**config.mk**
```make
export PLATFORM = sky130hd
export DESIGN_NAME = sram_responder
export DESIGN_NICKNAME = d
export VERILOG_FILES = /design/src/rtl/sram_responder.sv
export SDC_FILE = /design/constraint.sdc
export NUM_CORES = 1
export LEC_CHECK = 0
export BUFFER_PORTS_ARGS = -buffer_cell sky130_fd_sc_hd__buf_2
export CORE_MARGIN = 2
export CORE_UTILIZATION = 42
export DETAILED_ROUTE_END_ITERATION = 7
export HOLD_SLACK_MARGIN = 0.08
export PLACE_DENSITY = 0.68
export SETUP_SLACK_MARGIN = 0.2
export SLEW_MARGIN = 5
export SYNTH_ARGS = -nofsm -noshare
export SYNTH_HDL_FRONTEND = slang
export SYNTH_SLANG_ARGS = --single-unit
```
**constraint.sdc**
```tcl
create_clock -name clk -period 2.2 [get_ports clk]
set_input_delay 0.44 -clock clk [delete_from_list [all_inputs] [get_ports clk]]
set_output_delay 0.44 -clock clk [all_outputs]
set_load 0.05 [all_outputs]
```
**src/rtl/sram_responder.sv**
```systemverilog
// Bus-to-asynchronous-SRAM bridge: splits a 16-bit word access into byte strobes
// on an 8-bit SRAM with programmable strobe length and write data-hold recovery.
module sram_responder #(
    parameter int unsigned WAIT_STATES = 1
) (
    input  logic        clk,
    input  logic        reset_n,
    input  logic [19:1] m_addr,
    input  logic [15:0] m_data_out,
    output logic [15:0] m_data_in,
    input  logic        m_access,
    output logic        m_ack,
    input  logic        m_wr_en,
    input  logic [1:0]  m_bytesel,
    output logic [19:0] sram_addr,
    output logic [7:0]  sram_dq_o,
    input  logic [7:0]  sram_dq_i,
    output logic        sram_dq_oe,
    output logic        sram_ce_n,
    output logic        sram_oe_n,
    output logic        sram_we_n
);

    typedef enum logic [2:0] {StIdle, StLo, StHi, StRecover, StAck} state_e;

    localparam logic [3:0] WaitLast = 4'(WAIT_STATES);

    state_e      state_q, state_d;
    logic [3:0]  cnt_q, cnt_d;
    logic [19:1] addr_q, addr_d;
    logic [15:0] data_q, data_d;
    logic        wr_q, wr_d;
    logic [1:0]  bsel_q, bsel_d;
    logic        hi_q, hi_d;
    logic [15:0] rdata_q, rdata_d;
    logic        ack_q, ack_d;
    logic        ce_n_q, ce_n_d;
    logic        oe_n_q, oe_n_d;
    logic        we_n_q, we_n_d;
    logic        dq_oe_q, dq_oe_d;
    logic [19:0] sram_addr_q, sram_addr_d;
    logic [7:0]  dq_o_q, dq_o_d;
    logic        last;

    // Next-state, transaction latch and read-lane capture.
    always_comb begin
        state_d = state_q;
        cnt_d   = 4'd0;
        addr_d  = addr_q;
        data_d  = data_q;
        wr_d    = wr_q;
        bsel_d  = bsel_q;
        hi_d    = hi_q;
        rdata_d = rdata_q;
        last    = (cnt_q == WaitLast);

        unique case (state_q)
            StIdle: begin
                if (m_access) begin
                    addr_d = m_addr;
                    data_d = m_data_out;
                    wr_d   = m_wr_en;
                    bsel_d = m_bytesel;
                    if (m_bytesel[0]) begin
                        state_d = StLo;
                        hi_d    = 1'b0;
                    end else if (m_bytesel[1]) begin
                        state_d = StHi;
                        hi_d    = 1'b1;
                    end else begin
                        state_d = StAck;
                        // A read with no lanes enabled returns all-zero data.
                        if (!m_wr_en) rdata_d = 16'h0000;
                    end
                end
            end
            StLo: begin
                if (!last) begin
                    cnt_d = cnt_q + 4'd1;
                end else begin
                    if (!wr_q) begin
                        rdata_d[7:0] = sram_dq_i;
                        if (!bsel_q[1]) rdata_d[15:8] = 8'h00;
                    end
                    if (wr_q) begin
                        state_d = StRecover;
                    end else if (bsel_q[1]) begin
                        state_d = StHi;
                        hi_d    = 1'b1;
                    end else begin
                        state_d = StAck;
                    end
                end
            end
            StHi: begin
                if (!last) begin
                    cnt_d = cnt_q + 4'd1;
                end else begin
                    if (!wr_q) begin
                        rdata_d[15:8] = sram_dq_i;
                        if (!bsel_q[0]) rdata_d[7:0] = 8'h00;
                    end
                    state_d = wr_q ? StRecover : StAck;
                end
            end
            StRecover: begin
                if (!hi_q && bsel_q[1]) begin
                    state_d = StHi;
                    hi_d    = 1'b1;
                end else begin
                    state_d = StAck;
                end
            end
            StAck:   state_d = StIdle;
            default: state_d = StIdle;
        endcase
    end

    // Pins are registered from the next state so strobes leave the flops glitch-free.
    always_comb begin
        ack_d       = 1'b0;
        ce_n_d      = 1'b1;
        oe_n_d      = 1'b1;
        we_n_d      = 1'b1;
        dq_oe_d     = 1'b0;
        sram_addr_d = sram_addr_q;
        dq_o_d      = dq_o_q;

        unique case (state_d)
            StLo, StHi: begin
                ce_n_d      = 1'b0;
                oe_n_d      = wr_d;
                we_n_d      = !wr_d;
                dq_oe_d     = wr_d;
                sram_addr_d = {addr_d, (state_d == StHi)};
                dq_o_d      = (state_d == StHi) ? data_d[15:8] : data_d[7:0];
            end
            StRecover: dq_oe_d = 1'b1;
            StAck:     ack_d   = 1'b1;
            default:   ;
        endcase
    end

    always_ff @(posedge clk) begin
        if (!reset_n) begin
            state_q     <= StIdle;
            cnt_q       <= 4'd0;
            addr_q      <= '0;
            data_q      <= 16'h0000;
            wr_q        <= 1'b0;
            bsel_q      <= 2'b00;
            hi_q        <= 1'b0;
            rdata_q     <= 16'h0000;
            ack_q       <= 1'b0;
            ce_n_q      <= 1'b1;
            oe_n_q      <= 1'b1;
            we_n_q      <= 1'b1;
            dq_oe_q     <= 1'b0;
            sram_addr_q <= 20'h00000;
            dq_o_q      <= 8'h00;
        end else begin
            state_q     <= state_d;
            cnt_q       <= cnt_d;
            addr_q      <= addr_d;
            data_q      <= data_d;
            wr_q        <= wr_d;
            bsel_q      <= bsel_d;
            hi_q        <= hi_d;
            rdata_q     <= rdata_d;
            ack_q       <= ack_d;
            ce_n_q      <= ce_n_d;
            oe_n_q      <= oe_n_d;
            we_n_q      <= we_n_d;
            dq_oe_q     <= dq_oe_d;
            sram_addr_q <= sram_addr_d;
            dq_o_q      <= dq_o_d;
        end
    end

    assign m_data_in  = rdata_q;
    assign m_ack      = ack_q;
    assign sram_addr  = sram_addr_q;
    assign sram_dq_o  = dq_o_q;
    assign sram_dq_oe = dq_oe_q;
    assign sram_ce_n  = ce_n_q;
    assign sram_oe_n  = oe_n_q;
    assign sram_we_n  = we_n_q;

endmodule

```
; Word-level counts from Yosys, hierarchy flattened
; Cells that the tools add are included.
[word_totals]
reg_bits = 95
in_bits = 49
output_inout_bits = 49
word_cells = 93
[op_classes]
n_mux = 39
n_eq_ne = 21
n_addsub = 1
reduce_logical = 14
bitwise_logic = 2
[ops]
columns = op, n
row1 = $mux W16, 10
row2 = $pmux W16 S3, 1
row3 = $mux W19, 2
row4 = $mux W3, 9
row5 = $mux W8, 3
row6 = $ne A2 B2 Y1 const B, 12
row7 = $reduce_and A10 Y1, 2
row8 = $eq A3 B2 Y1 const B, 4
row9 = $pmux W3 S4, 1
row10 = $mux W1, 11
row11 = $reduce_and A7 Y1, 1
row12 = $eq A3 B1 Y1 const B, 2
row13 = $reduce_bool A3 Y1, 2
row14 = $add A4 B1 Y4 const B, 1
row15 = $eq A4 B1 Y1 const B, 1
row16 = $reduce_and A2 Y1, 2
row17 = $reduce_or A2 Y1, 2
row18 = $eq A3 B3 Y1 const B, 1
row19 = $logic_not A3 Y1, 1
row20 = $ne A3 B3 Y1 const B, 1
row21 = $pmux W1 S3, 1
row22 = $reduce_or A3 Y1, 1
row23 = $logic_not A1 Y1, 2
row24 = $not A1 Y1, 2
row25 = 2 further kinds, 2

; Longest topological paths before layout
[depth]
ltp_word = 7
ltp_mapped = 9
ltp_nobuf = 7

; Least setup slack after synthesis
; No wires, ideal clock.
[synth_path]
path_kind = register to register
startpoint = register cnt_q[0]
endpoint = register sram_addr_q[10] (netlist: sram_addr[10])
path_stages_with_launch = 9
n_path_buf = 2
t_arrival_ns = 2.108
synth_period_minus_slack_ns = 2.229
t_required_ns = 2.079
setup_slack_ns = -0.029
setup_ns = 0.121
path_cell_list = dfxtp_1 ha_1 or4b_4 buf_6 a22oi_4 nand2_4 o21a_4 buf_6 mux2_4
[synth_between]
elab_chain_cells = 5
elab_cells_between_ends = 7
cone_classes = eq/ne: 3 / mux: 3 / reduce/logical: 1
[synth_lines]
columns = item, line_no
row1 = start: declaration, 29  ; logic [3:0] cnt_q, cnt_d;
row2 = start signal: assignment, 163  ; cnt_q <= cnt_d;
row3 = $eq A4 B1 Y1 (*), 55  ; last = (cnt_q == WaitLast);
row4 = "$mux W3, on equally long branches", "96, 78"
row5 = $pmux W3 S4 (*), 57  ; unique case (state_q)
row6 = $eq A3 B2 Y1 / $eq A3 B1 Y1 (equally long branches), 129  ; unique case (state_d)
row7 = $reduce_or A2 Y1 (*), 129
row8 = end signal: assignment, 175  ; sram_addr_q <= sram_addr_d;
row9 = end: declaration, 41  ; logic [19:0] sram_addr_q, sram_addr_d;
; Every way passes the cells marked *; elsewhere a longest branch is shown, timed or not.
; A chain may end at the register's enable or synchronous reset.

; Final worst setup path
[layout_path]
startpoint = register cnt_q[1]
endpoint = register sram_addr_q[1] (netlist: sram_addr[1])
; Same word-level chain as after synthesis.

==> impl_metrics.ini <==
[floorplan]
die_w_um = 102
core_area_um2 = 9280
fp.dieArea_um2 = 10500
start_util_pct = 43.7
fp.dieH_um = 102
io_pins = 98
rows = 35

[sta]
clock_skew_ps = 7.36
rsz0062_at_grt = true
fmax_ghz = 0.467
relSlewSlack_pct = 70.9
period_share_pct = 97.4
worst_pin_slew_ps = 436
drv_slew = 0
setup_viol = 0
finalSetupTns_ps = 0
hold_viol_final = 0
period_minus_slack_ps = 2140

[placed_design]
io_buffers = 97
dp_hpwl_mm = 6.55
gp_congestion = 0.873
dpl-instance-area_um2 = 4820

[critical_path]
r2r_slack_ps = 60
crit_family = simple AND/OR/NAND/NOR gates
path_buf_inv = 2
critPathCaptureType = register
slowest_stage = or4b_4
slowest_delay_ps = 490
crit_chain = inv_2 > ha_4 > or4b_4 > buf_6 > a22oi_4 > nand2_4 > o21a_4 > mux2_4
critPathMaxFanout = 6
critPathArrivalTime_ps = 2370
crit_path_start_kind = register
crit_type = register to register
cp_data_required_time_ps = 2430

[power_and_ir_drop]
combPwrFrac_pct = 26.0
seqPwrFrac_pct = 47.4
p_per_area_nw_per_um2 = 765
total_power_w = 0.00400
switchingPower_w = 0.00122
swShare_pct = 30.6
worst_ir_drop_vdd_v = 0.000491
p_int_w = 0.00277
clock_power_share_pct = 26.6
leakagePower_nw = 2.29

[yosys]
syn-cell-area_um2 = 4060
synth_area_leader_cell = dfxtp_1
synth_nets = 457
syn_inst = 406
synthFlopType = dfxtp_1
yosys_warnings = 0
yosysTopAreaCellShare_pct = 46.9
yosys-top-cells-area = dfxtp_1 47%, a21boi_0 7.0%, mux2_4 6.3%
ys_seq_area_share_pct = 46.9
synth_edf_count = 0
avgSynthCellArea_um2 = 9.99
async_flop_share_pct = 0
synth_cell_type_count = 43
synthTopCellsByCount = 95 x dfxtp_1, 55 x nand2_1, 38 x a21boi_0
ys_ff_latch = 95
yosysMostFrequentCell = dfxtp_1

[global_route]
grt_pass1_wl_mm = 15.7
grt_usage_pct = 19.1
grt_max_degree = 85
antenna_found_initial = 0
grt-ovfl-total = 0
grt_pass1_vias = 3283

[drt]
drtIter0Drc = 115
drc_errors = 0
firstDrtPassIters = 4
wire_per_inst_um = 15.0
postRouteAntennaNets = 0
viasPerCell = 5.05
vias = 3320
routed_wl_mm = 9.86

[clock_network]
htree_levels = 3
hold_buffers = 0
numCtsBuffers = 9
insertion_delay_ps = 340
cts_tree = yes
ctsRootBufferMaster = clkbuf_8
cts_sinks = 95
path_clk_slew_ps = 80
clockBufferDepth = 2

[final_layout]
multiInputGateArea_um2 = 2170
fin_area_um2 = 5230
seq_area_um2 = 1900
syn_to_final_growth_pct = 28.9
nNetsFinal = 577
fill_cells = 858
drive_gt1_share_pct = 36.7
antenna_cells = 0

[hold_path]
hp-class = input port to register

[flow_run]
drv_cap = 0

[status]
outcome = complete, no violations
## power groups by stage
stage	Combinational (W)	Sequential, W	Clock (W)
detailed placement	0.000916	0.00193	0
finish	0.00104	0.00189	0.00106
global route	0.00112	0.00191	0.00115
CTS	0.00100	0.00190	0.00108
global placement	0.000897	0.00193	0
floorplan	0.000478	0.00212	0
## worst min-delay path: stages
cell and delay (ps):
buf_2 110, nand3_1 50, a21boi_0 70
## final timing paths
check,start,end,depth (start not counted)
worst max-delay path,cnt_q[1]$_SDFF_PP0_,sram_addr[1]$_SDFFE_PN0N_,8
worst min-delay path,sram_dq_i[4],m_data_in[12]$_SDFFE_PN0P_,3
worst max register to register,cnt_q[1]$_SDFF_PP0_,sram_addr[1]$_SDFFE_PN0N_,8
worst min register to register,m_data_in[12]$_SDFFE_PN0P_,m_data_in[12]$_SDFFE_PN0P_,2
## flip-flops by register name (all words and copies together) (netlist names), 2 cells and up
| register | flops |
|---|---|
| state_q | 3 |
| cnt_q | 4 |
| sram_addr | 20 |
| data_q | 16 |
| addr_q | 19 |
| bsel_q | 2 |
| sram_dq_o | 8 |
| m_data_in | 16 |
## timing repair
action,in CTS,in global routing
gates cloned,3,1
gates resized for setup,17,15
setup buffers,6,0
endpoints found under the setup margin,31,39
pin swaps,5,5
## metrics by stage
step           setup slack [ps]  std cells  utilization, %  hold slack (ps)
5_1_grt                   -4.65        657            56.3              367
3_3_place_gp              -11.3        634            51.9              447
6_report                   56.7        657            56.3              370
3_5_place_dp              -48.6        634            51.9              448
4_1_cts                    78.9        656            55.3              352
2_1_floorplan             -18.2        406               -              444
## routing by layer
| layer | share of wire, % | vias to the layer above | global-route usage (%) |
|---|---|---|---|
| met2 | 48 | 95 | 32.5 |
| met3 | 5.2 | 14 | 4.51 |
| met4 | 1.5 | 0 | 5.23 |
| met5 | 0 | - | 0 |
| li1 | - | 1649 | - |
| met1 | 45 | 1562 | 24.2 |
## cell families after synthesis
| logic type | count (synthesis) | share of synthesized area, % |
|---|---|---|
| AO/OA/AOI/OAI | 82 | 15.3 |
| XOR/XNOR | 2 | 0.432 |
| adder cells (fa/ha/maj) | 2 | 0.617 |
| buffers and inverters | 29 | 3.55 |
| flip-flops | 95 | 46.9 |
| multiplexers | 44 | 13.0 |
| AND/OR/NAND/NOR | 152 | 20.2 |
## layout make-up
class | instances | share of cell area [%]
Clock inverter | 2 | 0.670
Tap cell | 129 | 3.09
Sequential cell | 95 | 36.4
Multi-Input combinational cell | 285 | 41.5
Inverter | 3 | 0.215
Clock buffer | 11 | 2.51
Timing Repair Buffer | 132 | 15.6
## cell usage in the layout (no fill, tap or decap), types with 4 or more instances in the layout
cell type	instances
nor3b_1	4
buf_4	26
nand2b_1	10
nor2_1	8
o2bb2ai_2	5
clkbuf_8	9
dfxtp_1	93
a211oi_1	8
a21boi_0	38
nand2_1	54
mux2_4	19
nand3_1	17
mux2i_1	22
and2_1	21
nor2b_1	22
buf_6	6
a21oi_1	12
buf_2	97
o21a_4	4
Note: power is estimated with default switching activity, not from simulation.
